<file path="config.mk">
export PLATFORM = sky130hd
export DESIGN_NAME = demux
export DESIGN_NICKNAME = d
export VERILOG_FILES = /design/src/rtl/demux.sv
export SDC_FILE = /design/constraint.sdc
export NUM_CORES = 1
export LEC_CHECK = 0
export ABC_AREA = 0
export CORE_MARGIN = 2
export CORE_UTILIZATION = 45
export DETAILED_ROUTE_END_ITERATION = 8
export PLACE_DENSITY_LB_ADDON = 0.12
export SYNTH_ARGS = -nofsm -noshare
export SYNTH_HDL_FRONTEND = slang
export SYNTH_SLANG_ARGS = --single-unit
</file>
<file path="constraint.sdc">
create_clock -name clk -period 6.5 [get_ports clk]
set_input_delay 1.95 -clock clk [delete_from_list [all_inputs] [get_ports clk]]
set_output_delay 1.95 -clock clk [all_outputs]
set_load 0.05 [all_outputs]
</file>
<file path="src/rtl/demux.sv">
// Registered 1-to-NUMOUT stream demultiplexer with per-lane one-entry holding
// registers and routing locked for the duration of a packet.
module demux #(
  parameter int NUMOUT = 16,
  parameter int SWIDTH = $clog2(NUMOUT),
  parameter int DWIDTH = 14
) (
  input  logic                     clk,
  input  logic                     rst_n,
  input  logic [SWIDTH-1:0]        sel,
  input  logic [DWIDTH-1:0]        din,
  input  logic                     din_v,
  input  logic                     din_last,
  output logic                     din_rdy,
  output logic [NUMOUT*DWIDTH-1:0] dout_vec,
  output logic [NUMOUT-1:0]        dout_vec_v,
  output logic [NUMOUT-1:0]        dout_vec_last,
  input  logic [NUMOUT-1:0]        dout_vec_rdy,
  output logic                     busy,
  output logic [SWIDTH-1:0]        cur_sel,
  output logic [15:0]              drop_cnt
);

  localparam int NPAD = 1 << SWIDTH;

  typedef enum logic {IDLE, PKT} state_t;

  state_t             state_reg, state_next;
  logic [SWIDTH-1:0]  cur_sel_reg, cur_sel_next;
  logic [15:0]        drop_cnt_reg;
  logic [SWIDTH-1:0]  esel;
  logic               in_range;
  logic               accept;
  logic [NUMOUT-1:0]  lane_v, lane_last;
  logic [NPAD-1:0]    v_pad, rdy_pad;

  assign esel     = (state_reg == PKT) ? cur_sel_reg : sel;
  assign in_range = ({{(32-SWIDTH){1'b0}}, esel} < 32'(NUMOUT));

  // Pad lane flags to the full select range so indexing by esel is always legal.
  genvar gi;
  generate
    for (gi = 0; gi < NPAD; gi++) begin : g_pad
      if (gi < NUMOUT) begin : g_real
        assign v_pad[gi]   = lane_v[gi];
        assign rdy_pad[gi] = dout_vec_rdy[gi];
      end else begin : g_none
        assign v_pad[gi]   = 1'b0;
        assign rdy_pad[gi] = 1'b0;
      end
    end
  endgenerate

  assign din_rdy = rst_n && (!in_range || !v_pad[esel] || rdy_pad[esel]);
  assign accept  = din_v && din_rdy;

  generate
    for (gi = 0; gi < NUMOUT; gi++) begin : g_lane
      logic              v_reg, last_reg, load;
      logic [DWIDTH-1:0] data_reg;

      assign load = accept && in_range && (esel == SWIDTH'(gi));

      // A load in the same cycle as a drain keeps the lane full.
      always_ff @(posedge clk or negedge rst_n) begin
        if (!rst_n) begin
          v_reg    <= 1'b0;
          last_reg <= 1'b0;
          data_reg <= '0;
        end else if (load) begin
          v_reg    <= 1'b1;
          last_reg <= din_last;
          data_reg <= din;
        end else if (v_reg && dout_vec_rdy[gi]) begin
          v_reg <= 1'b0;
        end
      end

      assign lane_v[gi]                       = v_reg;
      assign lane_last[gi]                    = last_reg;
      assign dout_vec[gi*DWIDTH +: DWIDTH]    = data_reg;
    end
  endgenerate

  assign dout_vec_v    = lane_v;
  assign dout_vec_last = lane_last;

  always_comb begin
    state_next   = state_reg;
    cur_sel_next = cur_sel_reg;
    if (accept) begin
      case (state_reg)
        IDLE: begin
          if (!din_last) begin
            state_next   = PKT;
            cur_sel_next = sel;
          end
        end
        PKT: begin
          if (din_last) state_next = IDLE;
        end
        default: state_next = IDLE;
      endcase
    end
  end

  always_ff @(posedge clk or negedge rst_n) begin
    if (!rst_n) begin
      state_reg    <= IDLE;
      cur_sel_reg  <= '0;
      drop_cnt_reg <= '0;
    end else begin
      state_reg   <= state_next;
      cur_sel_reg <= cur_sel_next;
      if (accept && !in_range && (drop_cnt_reg != 16'hFFFF))
        drop_cnt_reg <= drop_cnt_reg + 16'd1;
    end
  end

  assign busy     = (state_reg == PKT);
  assign cur_sel  = cur_sel_reg;
  assign drop_cnt = drop_cnt_reg;

endmodule

</file>
==> results by group, run 1 <==
Outcome
  • Status: completed

CTS
  • Postcts setup bufs: 0
  • Latest clock arrival within the worst-skew pair: about 0.54 ns
  • Num CTS Buffers: 27
  • CTS Sinks: roughly 260
  • H-tree Lvls: 1
  • Clock Path Buffers: 3
  • CTS tree: done
  • Post-CTS resize count: 0
  • Hold buffer count at CTS: 0
  • Root buf cell: clkbuf_16
  • CTS clk-pin slew, worst paths: 0.06 ns

Floorplanning
  • # IOs: approximately 320
  • Die Span Y: ~160 um
  • Core area: 24200 sq um
  • Initial core utilization: 45.7%
  • Die width: ~160 um
  • Die Area: approximately 26000 sq um
  • FP Rows: between 50 and 60

Setup path
  • Critical Path Sink: din_rdy
  • Crit path from: sel[0]
  • WP data arrival: around 4.2 ns
  • Max Fanout on Critical Path: 4
  • WS Path Type: primary input to primary output
  • Reg2Reg Depth: 8
  • CP required: about 4.6 ns
  • FF-to-FF setup slack: roughly 2.6 ns
  • Worst Setup End Kind: primary output
  • Setup crit start kind: primary input
  • Reg-to-reg startpoint: busy$_DFFE_PN0P_
  • Reg-to-reg endpoint: g_lane[4].data_reg[13]$_DFFE_PN0P_

Synth
  • Area of the mapped netlist: around 11000 sq um
  • Most common cell in the netlist: dfrtp_1
  • Post-Syn Instances: about 710
  • Netlist cell types: 48
  • Synth area leader: dfrtp_1
  • Post-synthesis sequential area ratio: around three fifths
  • Synth top area cells: dfrtp_1 59%, mux2_2 18%, mux2_4 7.3%
  • Share of the synthesized area in the top cell type: about three fifths
  • YS warnings: 0
  • Synth async-reset ratio: 100%
  • Primary flip-flop cell chosen by synthesis mapping: dfrtp_1
  • EDFF count, synth: 0
  • Mapped Avg Cell Area: 15.7 sq um
  • #FFs+latches synth: between 200 and 300
  • Top post-synthesis cells by count: 261 x dfrtp_1, 181 x mux2_2, 58 x buf_4, 54 x mux2_4, 22 x inv_1

STA
  • F_max: ~160 MHz
  • Final min period: just over 6 ns
  • Rel. slew slack: 34.6%
  • Final setup fails: 0
  • Final period util: between 90 and 100%
  • Actual slew at the worst max-slew pin: between 0.9 and 1 ns
  • RSZ-0062 raised after global routing: false
  • Setup_tns: 0 ns
  • Fin Clk Skew: between 0.008 and 0.009 ns
  • Slew Limit Fails: 0
  • Hold Violations, Final: 0

Route
  • Total Wirelength: around 29 mm
  • Post-route ant nets: 0
  • Drc violations: 0
  • DR vias: 6742
  • Via density: 5.12
  • Initial DRC count: 270
  • DR WL/cell: around 22 um
  • Drt pass-1 iters: 4

Placed design
  • HPWL Detailed: about 20 mm
  • I/O Buffers: 299
  • GPL Wtd Cong: about 0.9

Finish
  • Register area: about 6500 sq um
  • Area Growth Syn to Fin: 34.4%
  • Final nets: just over 1000
  • Max FFs per register: 224
  • Multi-input gate area: between 3000 and 4000 sq um
  • Fillers: between 1500 and 2000
  • Layout cell share with drive strength beyond 1: between 30% and 40%

Job
  • Max cap viols: 0

Global routing
  • Total GRT Usage: 22.0%
  • Largest net degree at the start of global routing: between 70 and 80
  • GRT Residual Overflow: 0
  • Vias in the first global route: ~7000
  • Initial antenna violation count: 3
  • Global-route wire length before repair: approximately 44 mm

Hold path
  • Hold Path Depth: 1
  • Hold Crit Class: flop to flop
[logic make-up after synthesis]
| group | share of synthesized area [%] |
|---|---|
| buffers and inverters | 6.61 |
| other | 0.0339 |
| DFF | 59.0 |
| and+or+nand+nor | 3.33 |
| AOI/OAI and AO/OA | 3.23 |
| muxes | 27.8 |
[layout make-up]
class / instances / area share, %
timing repair buffer: 311 / 20.8
clock inverter: 5 / 0.530
antenna: 3 / 0.0504
inverter: 22 / 0.555
sequential: 261 / 43.9
tap: 324 / 2.72
multi-input combinational: 346 / 26.0
clock buffer: 44 / 5.44
[critical path, stage by stage]
cell and delay (ns):
clkdlybuf4s50_1 0.43, mux2i_2 0.15, buf_4 0.19, mux4_2 0.51, a22oi_1 0.23, o211ai_1 0.13
a31o_2 0.25, and2_1 0.18, buf_12 0.15
[layout by cell type, fill, tap and decap left out, drive strengths merged, types with 2 or more instances in the layout]
cell type / Yosys / routed
nand2: 4 / 4
nor2: 3 / 3
mux2: 243 / 243
a31o: 5 / 5
buf: 77 / 14
mux2i: 5 / 5
bufinv: 0 / 2
dfrtp: 261 / 261
and2: 2 / 2
a21boi: 2 / 2
clkinv: 0 / 2
clkdlybuf4s50: 0 / 297
inv: 22 / 23
o32ai: 5 / 5
o21ai: 16 / 16
diode: 0 / 3
mux4: 4 / 4
nand3: 2 / 2
conb: 1 / 16
nor4bb: 2 / 2
clkbuf: 15 / 44
a22oi: 2 / 2
nor2b: 2 / 2
a22o: 4 / 4
and4b: 2 / 2
nand4: 15 / 15
[routing by layer]
| layer | GRT usage, % | up-vias | share of wire (%) |
|---|---|---|---|
| met4 | 7.18 | 0 | 3.2 |
| met3 | 6.56 | 55 | 7.5 |
| met5 | 0 | - | 0 |
| met1 | 28.7 | 3494 | 42 |
| met2 | 35.4 | 235 | 47 |
| li1 | - | 2958 | - |
[worst min-delay path by stage]
stage / start / to / slack (ns)
3_3_place_gp: g_lane[11].data_reg[12]$_DFFE_PN0P_ / g_lane[11].data_reg[12]$_DFFE_PN0P_ / 0.47
4_1_cts: g_lane[11].data_reg[12]$_DFFE_PN0P_ / g_lane[11].data_reg[12]$_DFFE_PN0P_ / 0.49
6_report: g_lane[11].data_reg[12]$_DFFE_PN0P_ / g_lane[11].data_reg[12]$_DFFE_PN0P_ / 0.49
2_1_floorplan: g_lane[4].last_reg$_DFFE_PN0P_ / g_lane[4].last_reg$_DFFE_PN0P_ / 0.47
5_1_grt: g_lane[11].data_reg[12]$_DFFE_PN0P_ / g_lane[11].data_reg[12]$_DFFE_PN0P_ / 0.51
3_5_place_dp: g_lane[11].data_reg[12]$_DFFE_PN0P_ / g_lane[11].data_reg[12]$_DFFE_PN0P_ / 0.48
[per-stage QoR]
| stage | hold WS, ns | setup WS [ns] | instances | instance area [sq um] | utilization (%) |
|---|---|---|---|---|---|
| after floorplan | 0.465 | 0.459 | 721 | 11100 | - |
| final | 0.488 | 0.361 | 1316 | 14900 | 61.4 |
| after global placement | 0.474 | 0.367 | 1264 | 14000 | 57.7 |
| after detailed placement | 0.481 | 0.376 | 1264 | 14000 | 57.7 |
| after global routing | 0.506 | 0.128 | 1316 | 14900 | 61.4 |
| after CTS | 0.494 | 0.378 | 1313 | 14900 | 61.3 |
Power of run 1 is not shown: default switching activity piles up to over one toggle a cycle in this logic, so the estimate is an artifact.
==> run 2, diff against run 1 <==
--- a/config.mk
+++ b/config.mk
@@ -10,6 +10,7 @@
 export CORE_UTILIZATION = 45
 export DETAILED_ROUTE_END_ITERATION = 8
 export PLACE_DENSITY_LB_ADDON = 0.12
+export SLEW_MARGIN = 40
 export SYNTH_ARGS = -nofsm -noshare
 export SYNTH_HDL_FRONTEND = slang
 export SYNTH_SLANG_ARGS = --single-unit
==> results by group, run 2 (synthesis results as in run 1) <==
CTS
  • Root buf cell: clkbuf_16
  • Latest clock arrival within the worst-skew pair: 0.54 ns (about the same)
  • CTS clk-pin slew, worst paths: 0.06 ns (about the same)
  • Postcts setup bufs: 0 (unchanged)
  • H-tree Lvls: 1 (unchanged)
  • Num CTS Buffers: 28 (+3.7%)
  • CTS Sinks: 261 (unchanged)
  • Hold buffer count at CTS: 0 (unchanged)
  • Post-CTS resize count: 0 (unchanged)
  • CTS tree: done
  • Clock Path Buffers: 3 (unchanged)

Global routing
  • Total GRT Usage: 22.2% (+0.18 points)
  • Vias in the first global route: 7076 (+1.8%)
  • Initial antenna violation count: 2 (-1)
  • GRT Residual Overflow: 0 (unchanged)
  • Global-route wire length before repair: 44.2 mm (+1.0%)
  • Largest net degree at the start of global routing: 78 (unchanged)

Setup path
  • Crit path from: sel[1]
  • Critical Path Sink: din_rdy
  • WP data arrival: 4.16 ns (-0.03 ns)
  • Reg-to-reg startpoint: busy$_DFFE_PN0P_
  • FF-to-FF setup slack: 2.85 ns (+0.28 ns)
  • WS Path Type: primary input to primary output
  • CP required: 4.55 ns (about the same)
  • Max Fanout on Critical Path: 4 (unchanged)
  • Worst Setup End Kind: primary output
  • Reg2Reg Depth: 8 (unchanged)
  • Setup crit start kind: primary input
  • Reg-to-reg endpoint: g_lane[4].data_reg[13]$_DFFE_PN0P_

Job
  • Max cap viols: 0 (unchanged)

STA
  • F_max: 164 MHz (+0.56%)
  • Slew Limit Fails: 0 (unchanged)
  • Actual slew at the worst max-slew pin: 0.800 ns (-0.181 ns)
  • Final period util: 93.9% (-0.52 points)
  • Final setup fails: 0 (unchanged)
  • Hold Violations, Final: 0 (unchanged)
  • Fin Clk Skew: 0.0120 ns (+0.00336 ns)
  • Setup_tns: 0 ns (unchanged)
  • Final WS setup: 0.394 ns (+0.0339 ns)
  • Rel. slew slack: 46.5% (+12 points)
  • Final min period: 6.11 ns (-0.0339 ns)
  • RSZ-0062 raised after global routing: false

Floorplanning
  • Core area: 24200 sq um (unchanged)
  • Die Area: 25900 sq um (unchanged)
  • # IOs: 316 (unchanged)
  • Initial core utilization: 45.7% (unchanged)
  • Die width: 161 um (unchanged)
  • FP Rows: 57 (unchanged)
  • Die Span Y: 161 um (unchanged)

Route
  • Total Wirelength: 28.7 mm (about the same)
  • Drt pass-1 iters: 4 (unchanged)
  • DR WL/cell: 21.8 um (+0.11%)
  • Post-route ant nets: 0 (unchanged)
  • Via density: 5.11 (-0.22%)
  • DR vias: 6717 (-0.37%)
  • Drc violations: 0 (unchanged)
  • Initial DRC count: 228 (-16%)

Placed design
  • I/O Buffers: 299 (unchanged)
  • Post-Place Worst Slack: 0.367 ns (-0.00868 ns)
  • GPL Wtd Cong: 0.898 (unchanged)
  • HPWL Detailed: 20.1 mm (-0.24%)

Finish
  • Max FFs per register: 224 (unchanged)
  • Leading cell type in the layout, fill and taps excluded: clkdlybuf4s50_1
  • Area Growth Syn to Fin: 34.9%
  • Layout cell share with drive strength beyond 1: 32.6% (+0.44 points)
  • Commonest non-fill, non-tap cells in the layout: 297 x clkdlybuf4s50_1, 260 x dfrtp_1, 181 x mux2_2, 54 x mux2_4, 29 x clkbuf_16
  • Final nets: 1008 (+0.099%)

Outcome
  • Status: completed

Hold path
  • Hold Path Depth: 1 (unchanged)
  • HP Start: g_lane[11].data_reg[12]$_DFFE_PN0P_
  • Hold Crit Class: flop to flop
==> run 2: per-layer routing <==
layer	GRT usage, %	part of all wire, %	vias to the layer above	routed length [um]
li1	-	-	2966	-
met1	28.9	42	3475	12100
met2	36.5	48	236	13900
met3	6.66	7.6	40	2170
met4	5.60	2.1	0	600
met5	0	0	-	0
==> run 2: area by class of cell <==
class	instances	area, sq um
clock inverters	5	75.1
diodes	2	5.00
flip-flops and latches	261	6530
clock buffers	43	858
repair buffers	311	3110
inverters	22	82.6
fillers	1903	9310
well taps	324	405
multi-input cells	346	3870
==> run 2: worst min path at each step <==
stage,slack [ns],to
4_1_cts,0.49,g_lane[11].data_reg[12]$_DFFE_PN0P_
6_report,0.49,g_lane[11].data_reg[12]$_DFFE_PN0P_
2_1_floorplan,0.47,g_lane[4].last_reg$_DFFE_PN0P_
3_5_place_dp,0.48,g_lane[11].data_reg[12]$_DFFE_PN0P_
3_3_place_gp,0.47,g_lane[11].data_reg[12]$_DFFE_PN0P_
5_1_grt,0.51,g_lane[4].last_reg$_DFFE_PN0P_
==> run 2: critical path: stages <==
cell             delay (ns)
clkdlybuf4s50_1        0.49
mux2i_1                0.42
mux4_2                 0.39
a22oi_1                0.20
o211ai_1               0.11
a31o_2                 0.25
and2_1                 0.19
buf_12                 0.16
==> run 2: stage by stage <==
step | instances | utilization (%) | hold slack, ns | instance area [sq um]
after floorplan | 721 | - | 0.465 | 11100
after global placement | 1264 | 57.7 | 0.474 | 14000
after detailed placement | 1264 | 57.7 | 0.481 | 14000
after CTS | 1312 | 61.6 | 0.495 | 14900
after global routing | 1314 | 61.6 | 0.506 | 14900
final | 1314 | 61.6 | 0.490 | 14900
Power of run 2 is left out for the same reason.
